===== config.mk =====
export PLATFORM = sky130hd
export DESIGN_NAME = tt_frame_feeder_flat
export DESIGN_NICKNAME = d
export VERILOG_FILES = /design/src/rtl/tt_frame_feeder_if.sv /design/src/rtl/tt_frame_feeder.sv /design/src/flat_wrapper.sv
export SDC_FILE = /design/constraint.sdc
export NUM_CORES = 1
export LEC_CHECK = 0
export ABC_AREA = 1
export CAP_MARGIN = 20
export CORE_MARGIN = 4
export CORE_UTILIZATION = 60
export DETAILED_ROUTE_END_ITERATION = 10
export PLACE_DENSITY = 0.82
export SYNTH_ARGS = -nofsm -noshare
export SYNTH_HDL_FRONTEND = slang
export SYNTH_SLANG_ARGS = --single-unit
export TNS_END_PERCENT = 50

===== constraint.sdc =====
create_clock -name clk -period 5.3 [get_ports clk]
set_clock_uncertainty 0.1 [all_clocks]
set_input_delay 1.06 -clock clk [delete_from_list [all_inputs] [get_ports clk]]
set_output_delay 1.06 -clock clk [all_outputs]
set_load 0.005 [all_outputs]

===== src/rtl/tt_frame_feeder_if.sv =====
// Host, TT-core and result signal bundle for tt_frame_feeder.
// slave is the feeder side; master is the host/TT-core side.
interface tt_frame_feeder_if;
  logic       h_valid;
  logic       h_ready;
  logic       h_last;
  logic [3:0] h_src;
  logic [3:0] h_dst;
  logic       in_valid;
  logic [3:0] source;
  logic [3:0] destination;
  logic       out_valid;
  logic [3:0] cost;
  logic       res_valid;
  logic [3:0] res_cost;
  logic [1:0] res_status;

  modport slave (
    input  h_valid, h_last, h_src, h_dst, out_valid, cost,
    output h_ready, in_valid, source, destination, res_valid, res_cost, res_status
  );

  modport master (
    output h_valid, h_last, h_src, h_dst, out_valid, cost,
    input  h_ready, in_valid, source, destination, res_valid, res_cost, res_status
  );
endinterface


===== src/rtl/tt_frame_feeder.sv =====
// Buffers one host frame, replays it to the TT core, then waits for the result
// (or a timeout) and reports cost/status back to the host.
module tt_frame_feeder #(
  parameter int DEPTH   = 16,
  parameter int TIMEOUT = 1024
) (
  input  logic               clk,
  input  logic               rst_n,
  tt_frame_feeder_if.slave   bus
);

  localparam int AW = (DEPTH > 1) ? $clog2(DEPTH) : 1;
  localparam int PW = $clog2(DEPTH + 1);
  localparam int TW = (TIMEOUT > 1) ? $clog2(TIMEOUT) : 1;

  localparam logic [1:0] COLLECT = 2'd0;
  localparam logic [1:0] SEND    = 2'd1;
  localparam logic [1:0] WAIT    = 2'd2;
  localparam logic [1:0] DONE    = 2'd3;

  logic [1:0]    state;
  logic [PW-1:0] wptr;
  logic [PW-1:0] rptr;
  logic          ovf;
  logic [TW-1:0] timer;
  logic          rdy;
  logic [3:0]    cost_q;
  logic [1:0]    status_q;
  logic [3:0]    frame_a [DEPTH];
  logic [3:0]    frame_b [DEPTH];

  logic accept;
  logic room;
  logic last_word;

  assign accept    = bus.h_valid & rdy;
  assign room      = (wptr < PW'(DEPTH));
  assign last_word = (rptr == wptr - PW'(1));

  // Ready is registered so it stays low through reset and rises on the first edge after release.
  always_ff @(posedge clk or negedge rst_n) begin
    if (!rst_n) begin
      state    <= COLLECT;
      wptr     <= '0;
      rptr     <= '0;
      ovf      <= 1'b0;
      timer    <= '0;
      rdy      <= 1'b0;
      cost_q   <= '0;
      status_q <= 2'b00;
    end else begin
      case (state)
        COLLECT: begin
          rdy <= 1'b1;
          if (accept) begin
            if (room) wptr <= wptr + PW'(1);
            else      ovf  <= 1'b1;
            if (bus.h_last) begin
              rdy <= 1'b0;
              if (ovf || !room) begin
                state    <= DONE;
                cost_q   <= '0;
                status_q <= 2'b01;
              end else begin
                state <= SEND;
              end
            end
          end
        end
        SEND: begin
          rptr <= rptr + PW'(1);
          if (last_word) begin
            state <= WAIT;
            timer <= '0;
          end
        end
        WAIT: begin
          timer <= timer + TW'(1);
          // A result arriving on the timeout cycle takes priority.
          if (bus.out_valid) begin
            state    <= DONE;
            cost_q   <= bus.cost;
            status_q <= 2'b00;
          end else if (timer == TW'(TIMEOUT - 1)) begin
            state    <= DONE;
            cost_q   <= '0;
            status_q <= 2'b10;
          end
        end
        default: begin
          state <= COLLECT;
          wptr  <= '0;
          rptr  <= '0;
          ovf   <= 1'b0;
          timer <= '0;
          rdy   <= 1'b1;
        end
      endcase
    end
  end

  always_ff @(posedge clk) begin
    if (state == COLLECT && accept && room) begin
      frame_a[wptr[AW-1:0]] <= bus.h_src;
      frame_b[wptr[AW-1:0]] <= bus.h_dst;
    end
  end

  always_comb begin
    bus.h_ready     = rdy;
    bus.in_valid    = (state == SEND);
    bus.source      = '0;
    bus.destination = '0;
    if (state == SEND) begin
      bus.source      = frame_a[rptr[AW-1:0]];
      bus.destination = frame_b[rptr[AW-1:0]];
    end
    bus.res_valid  = (state == DONE);
    bus.res_cost   = cost_q;
    bus.res_status = status_q;
  end

endmodule


===== src/flat_wrapper.sv =====
// flat-port wrapper written by rule: the top's interface ports become plain ports
module tt_frame_feeder_flat 
#(
  parameter int DEPTH   = 16,
  parameter int TIMEOUT = 1024
)
  (clk, rst_n, bus_h_valid, bus_h_last, bus_h_src, bus_h_dst, bus_out_valid, bus_cost, bus_h_ready, bus_in_valid, bus_source, bus_destination, bus_res_valid, bus_res_cost, bus_res_status);
  tt_frame_feeder_if bus_i ();
  input  logic clk;
  input  logic rst_n;
  input wire logic [$bits(bus_i.h_valid)-1:0] bus_h_valid;
  input wire logic [$bits(bus_i.h_last)-1:0] bus_h_last;
  input wire logic [$bits(bus_i.h_src)-1:0] bus_h_src;
  input wire logic [$bits(bus_i.h_dst)-1:0] bus_h_dst;
  input wire logic [$bits(bus_i.out_valid)-1:0] bus_out_valid;
  input wire logic [$bits(bus_i.cost)-1:0] bus_cost;
  output wire logic [$bits(bus_i.h_ready)-1:0] bus_h_ready;
  output wire logic [$bits(bus_i.in_valid)-1:0] bus_in_valid;
  output wire logic [$bits(bus_i.source)-1:0] bus_source;
  output wire logic [$bits(bus_i.destination)-1:0] bus_destination;
  output wire logic [$bits(bus_i.res_valid)-1:0] bus_res_valid;
  output wire logic [$bits(bus_i.res_cost)-1:0] bus_res_cost;
  output wire logic [$bits(bus_i.res_status)-1:0] bus_res_status;
  assign bus_i.h_valid = bus_h_valid;
  assign bus_i.h_last = bus_h_last;
  assign bus_i.h_src = bus_h_src;
  assign bus_i.h_dst = bus_h_dst;
  assign bus_i.out_valid = bus_out_valid;
  assign bus_i.cost = bus_cost;
  assign bus_h_ready = bus_i.h_ready;
  assign bus_in_valid = bus_i.in_valid;
  assign bus_source = bus_i.source;
  assign bus_destination = bus_i.destination;
  assign bus_res_valid = bus_i.res_valid;
  assign bus_res_cost = bus_i.res_cost;
  assign bus_res_status = bus_i.res_status;
  tt_frame_feeder #(.DEPTH(DEPTH), .TIMEOUT(TIMEOUT)) u_core (.clk(clk), .rst_n(rst_n), .bus(bus_i));
endmodule

==> results.yml <==
status:
  outcome: "completed"
place:
  dp_cells: 814
  port_buffers: 33
  place_congestion: 0.848
  post-place-ws_ns: 1.52
  hpwlAfterDp_um: 9760
cts:
  clkTransAtPathRegs_ns: 0.06
  cts_buffer_depth: 2
  cts-root-buf: "clkbuf_16"
  cts_tree: "yes"
  cts.sinks: 158
  cts-resized-gates: 0
  postCtsSetupBuffers: 0
  clock_latency_ns: 0.42
  htree_num_levels: 4
  cts_hold_buf: 0
  numCtsBuffers: 17
sta:
  timing.slew.headroom_pct: 31.5
  hold_slack_ns: 0.385
  period_share_pct: 80.6
  worst_slew_pin_slew_ns: 1.02
  final_hold_viol_count: 0
  rsz0062_at_grt: "false"
  fin_crit_ns: 4.27
  setup_slack_ns: 1.03
  slew_violations: 0
  setup_viol: 0
  fmax_mhz: 234
  setup_tns_ns: 0
synth:
  netlist_area_sq_um: 6990
  syn_nets: 692
  ys.flop_type: "edfxtp_1"
  synthDominantCellAreaShare_pct: 55.0
  syn-instance-count: 663
  synth_xor_area_share_pct: 0.627
  synth_top_family_by_area: "simple AND/OR/NAND/NOR gates"
  ys_seq_elements: 158
  synthMuxAreaShare_pct: 0
  synth_compound_area_share_pct: 10.6
  synth-simple-area-share_pct: 16.6
  synth_top_area_cell: "edfxtp_1"
  synth_edf_count: 128
  ys_types: 31
  synth_fa_ha_area_share_pct: 2.15
  synthArstFlopShare_pct: 19.0
  yosys_warnings: 0
  ys_seq_area_share_pct: 65.7
  synth_area_leaders: "edfxtp_1, dfrtp_1, nor2_1"
  syn_avg_cell_area_sq_um: 10.5
worst_setup_path:
  worst-path-stages: 6
  cp_data_arrival_time_ns: 3.11
  ff2ff_path_depth: 6
  path_buf_inv: 2
  crit_type: "reg -> out"
  crit_family: "buffers and inverters"
  cp_max_fo: 34
  cp-end-kind: "output pin"
  cp_slowest_stage_delay_ns: 0.92
  cp.required_ns: 4.14
  cp_cell_sequence: "buf_4 > o21ai_0 > o211ai_1 > nand3_1 > a21oi_1 > clkdlybuf4s50_1"
  critPathLaunchType: "flip-flop"
  crit_path_top_delay_cell: "dfrtp_1"
routing:
  wl_um: 15900
  wl_per_cell_um: 18.8
  drtPass1Iterations: 5
  drc: 0
  vias: 5083
  drtIter0Drc: 523
  ant_nets: 0
  viasPerCell: 6.00
worst_hold_path:
  min_path_type: "reg -> reg"
  worst_hold_path.num_cells: 2
floorplanning:
  dieArea_sq_um: 13400
  die_h_um: 116
  start_util_pct: 61.2
  die_w_um: 116
  rows: 39
  core_area_sq_um: 11400
  io-pin-count: 34
final_layout:
  fin_util_pct: 70.0
  drive_gt1_share_pct: 5.82
  diodes: 0
  fin_cells: 847
  final_nets: 720
  area_growth_pct: 14.3
grt:
  grt_max_degree: 69
  antenna_found_initial: 0
  grt_pass1_wl_um: 25400
  grt_overflow: 0
  grt_pass1_vias: 5016
  track_usage_pct: 25.3
power:
  powerDensity_nw_per_um2: 490
  ir_worst_vdd_mv: 0.407
  p_leak_nw: 2.96
flow_run:
  max-cap-violations: 0
==> worst paths after layout <==
check,from,endpoint,slack [ns]
worst max-delay path,u_core.rptr[1],bus_destination[0],1.03
worst min-delay path,u_core.bus.res_status[1],u_core.bus.res_status[1],0.39
worst max register to register,u_core.state[0],u_core.frame_b[4][0],1.91
worst min register to register,u_core.bus.res_status[1],u_core.bus.res_status[1],0.39
max in group asynchronous,rst_n,u_core.rptr[0],3.88
min in group asynchronous,rst_n,u_core.timer[6],0.92
==> report_power, final <==
part | switching [mW] | internal (mW) | total (mW)
Clock | 0.489 | 0.742 | 1.23
Combinational | 0.746 | 0.407 | 1.15
Sequential | 0.0985 | 1.43 | 1.53
Total | 1.33 | 2.58 | 3.91
==> placed cells by master (no fill, tap or decap), drive strengths merged <==
master	Yosys	layout
nor2	131	131
edfxtp	128	128
nand2	113	113
o21ai	81	81
inv	38	41
nand3	33	33
clkdlybuf4s50	0	33
dfrtp	30	30
clkbuf	8	19
o211ai	16	16
a21oi	16	16
o22ai	12	12
ha	12	12
nand4	6	6
buf	21	5
nor3	4	4
clkinv	0	4
xor2	3	3
bufinv	0	3
clkinvlp	0	3
xnor2	2	2
nor3b	2	2
o21bai	2	2
and3	1	1
a21boi	1	1
a21o	1	1
a31oi	1	1
o22a	1	1
==> state kept, by name (all words and copies together), names as in the netlist <==
| name | flops |
|---|---|
| u_core.frame_a | 64 |
| u_core.frame_b | 64 |
| u_core.timer | 10 |
| u_core.rptr | 5 |
| u_core.wptr | 5 |
| u_core.bus.res_cost | 4 |
| u_core.bus.res_status | 2 |
| u_core.state | 2 |
| u_core.bus.h_ready | 1 |
| u_core.ovf | 1 |
==> layout make-up <==
cell class | instances | area, sq um
Sequential cell | 158 | 4600
Timing Repair Buffer | 38 | 380
Tap cell | 143 | 179
Fill cell | 795 | 3430
Clock buffer | 19 | 433
Clock inverter | 13 | 161
Multi-Input combinational cell | 438 | 2100
Inverter | 38 | 143
==> metrics by stage <==
| stage | power [mW] | instance area, sq um |
|---|---|---|
| 2_1_floorplan | 2.31 | 6990 |
| 3_3_place_gp | 2.60 | 7370 |
| 3_5_place_dp | 2.66 | 7370 |
| 4_1_cts | 3.89 | 7970 |
| 5_1_grt | 4.12 | 7990 |
| 6_report | 3.91 | 7990 |
==> synth_stat cells (all sizes together), types with 12 or more instances <==
cell type  instances
o22ai             12
edfxtp           128
o21ai             81
inv               38
nand3             33
ha                12
dfrtp             30
a21oi             16
nor2             131
buf               21
o211ai            16
nand2            113
==> logic make-up (layout without fill, tap and decap cells) <==
logic type      count (synthesis)  in the layout
xor+xnor                        5              5
fa+ha+maj                      12             12
compound gates                131            131
simple gates                  290            290
buf+inv                        67            108
flops                         158            158
==> per-layer routing <==
layer  vias to the layer above  track usage (%)  share of wire (%)
met3                        49             6.79                7.0
li1                       2357                -                  -
met4                         0             12.1                2.9
met2                       234             41.3                 50
met1                      2443             31.6                 40
met5                         -                0                  0
==> worst register-to-register path: cells and delay by family, from the launching register on <==
family / cells / cell delay [ns]
and+or+nand+nor: 3 / 1.68
DFF: 1 / 0.44
buffers and inverters: 2 / 0.43
adders and majority gates: 1 / 0.37
No activity file was read; power rests on OpenSTA's default activity.
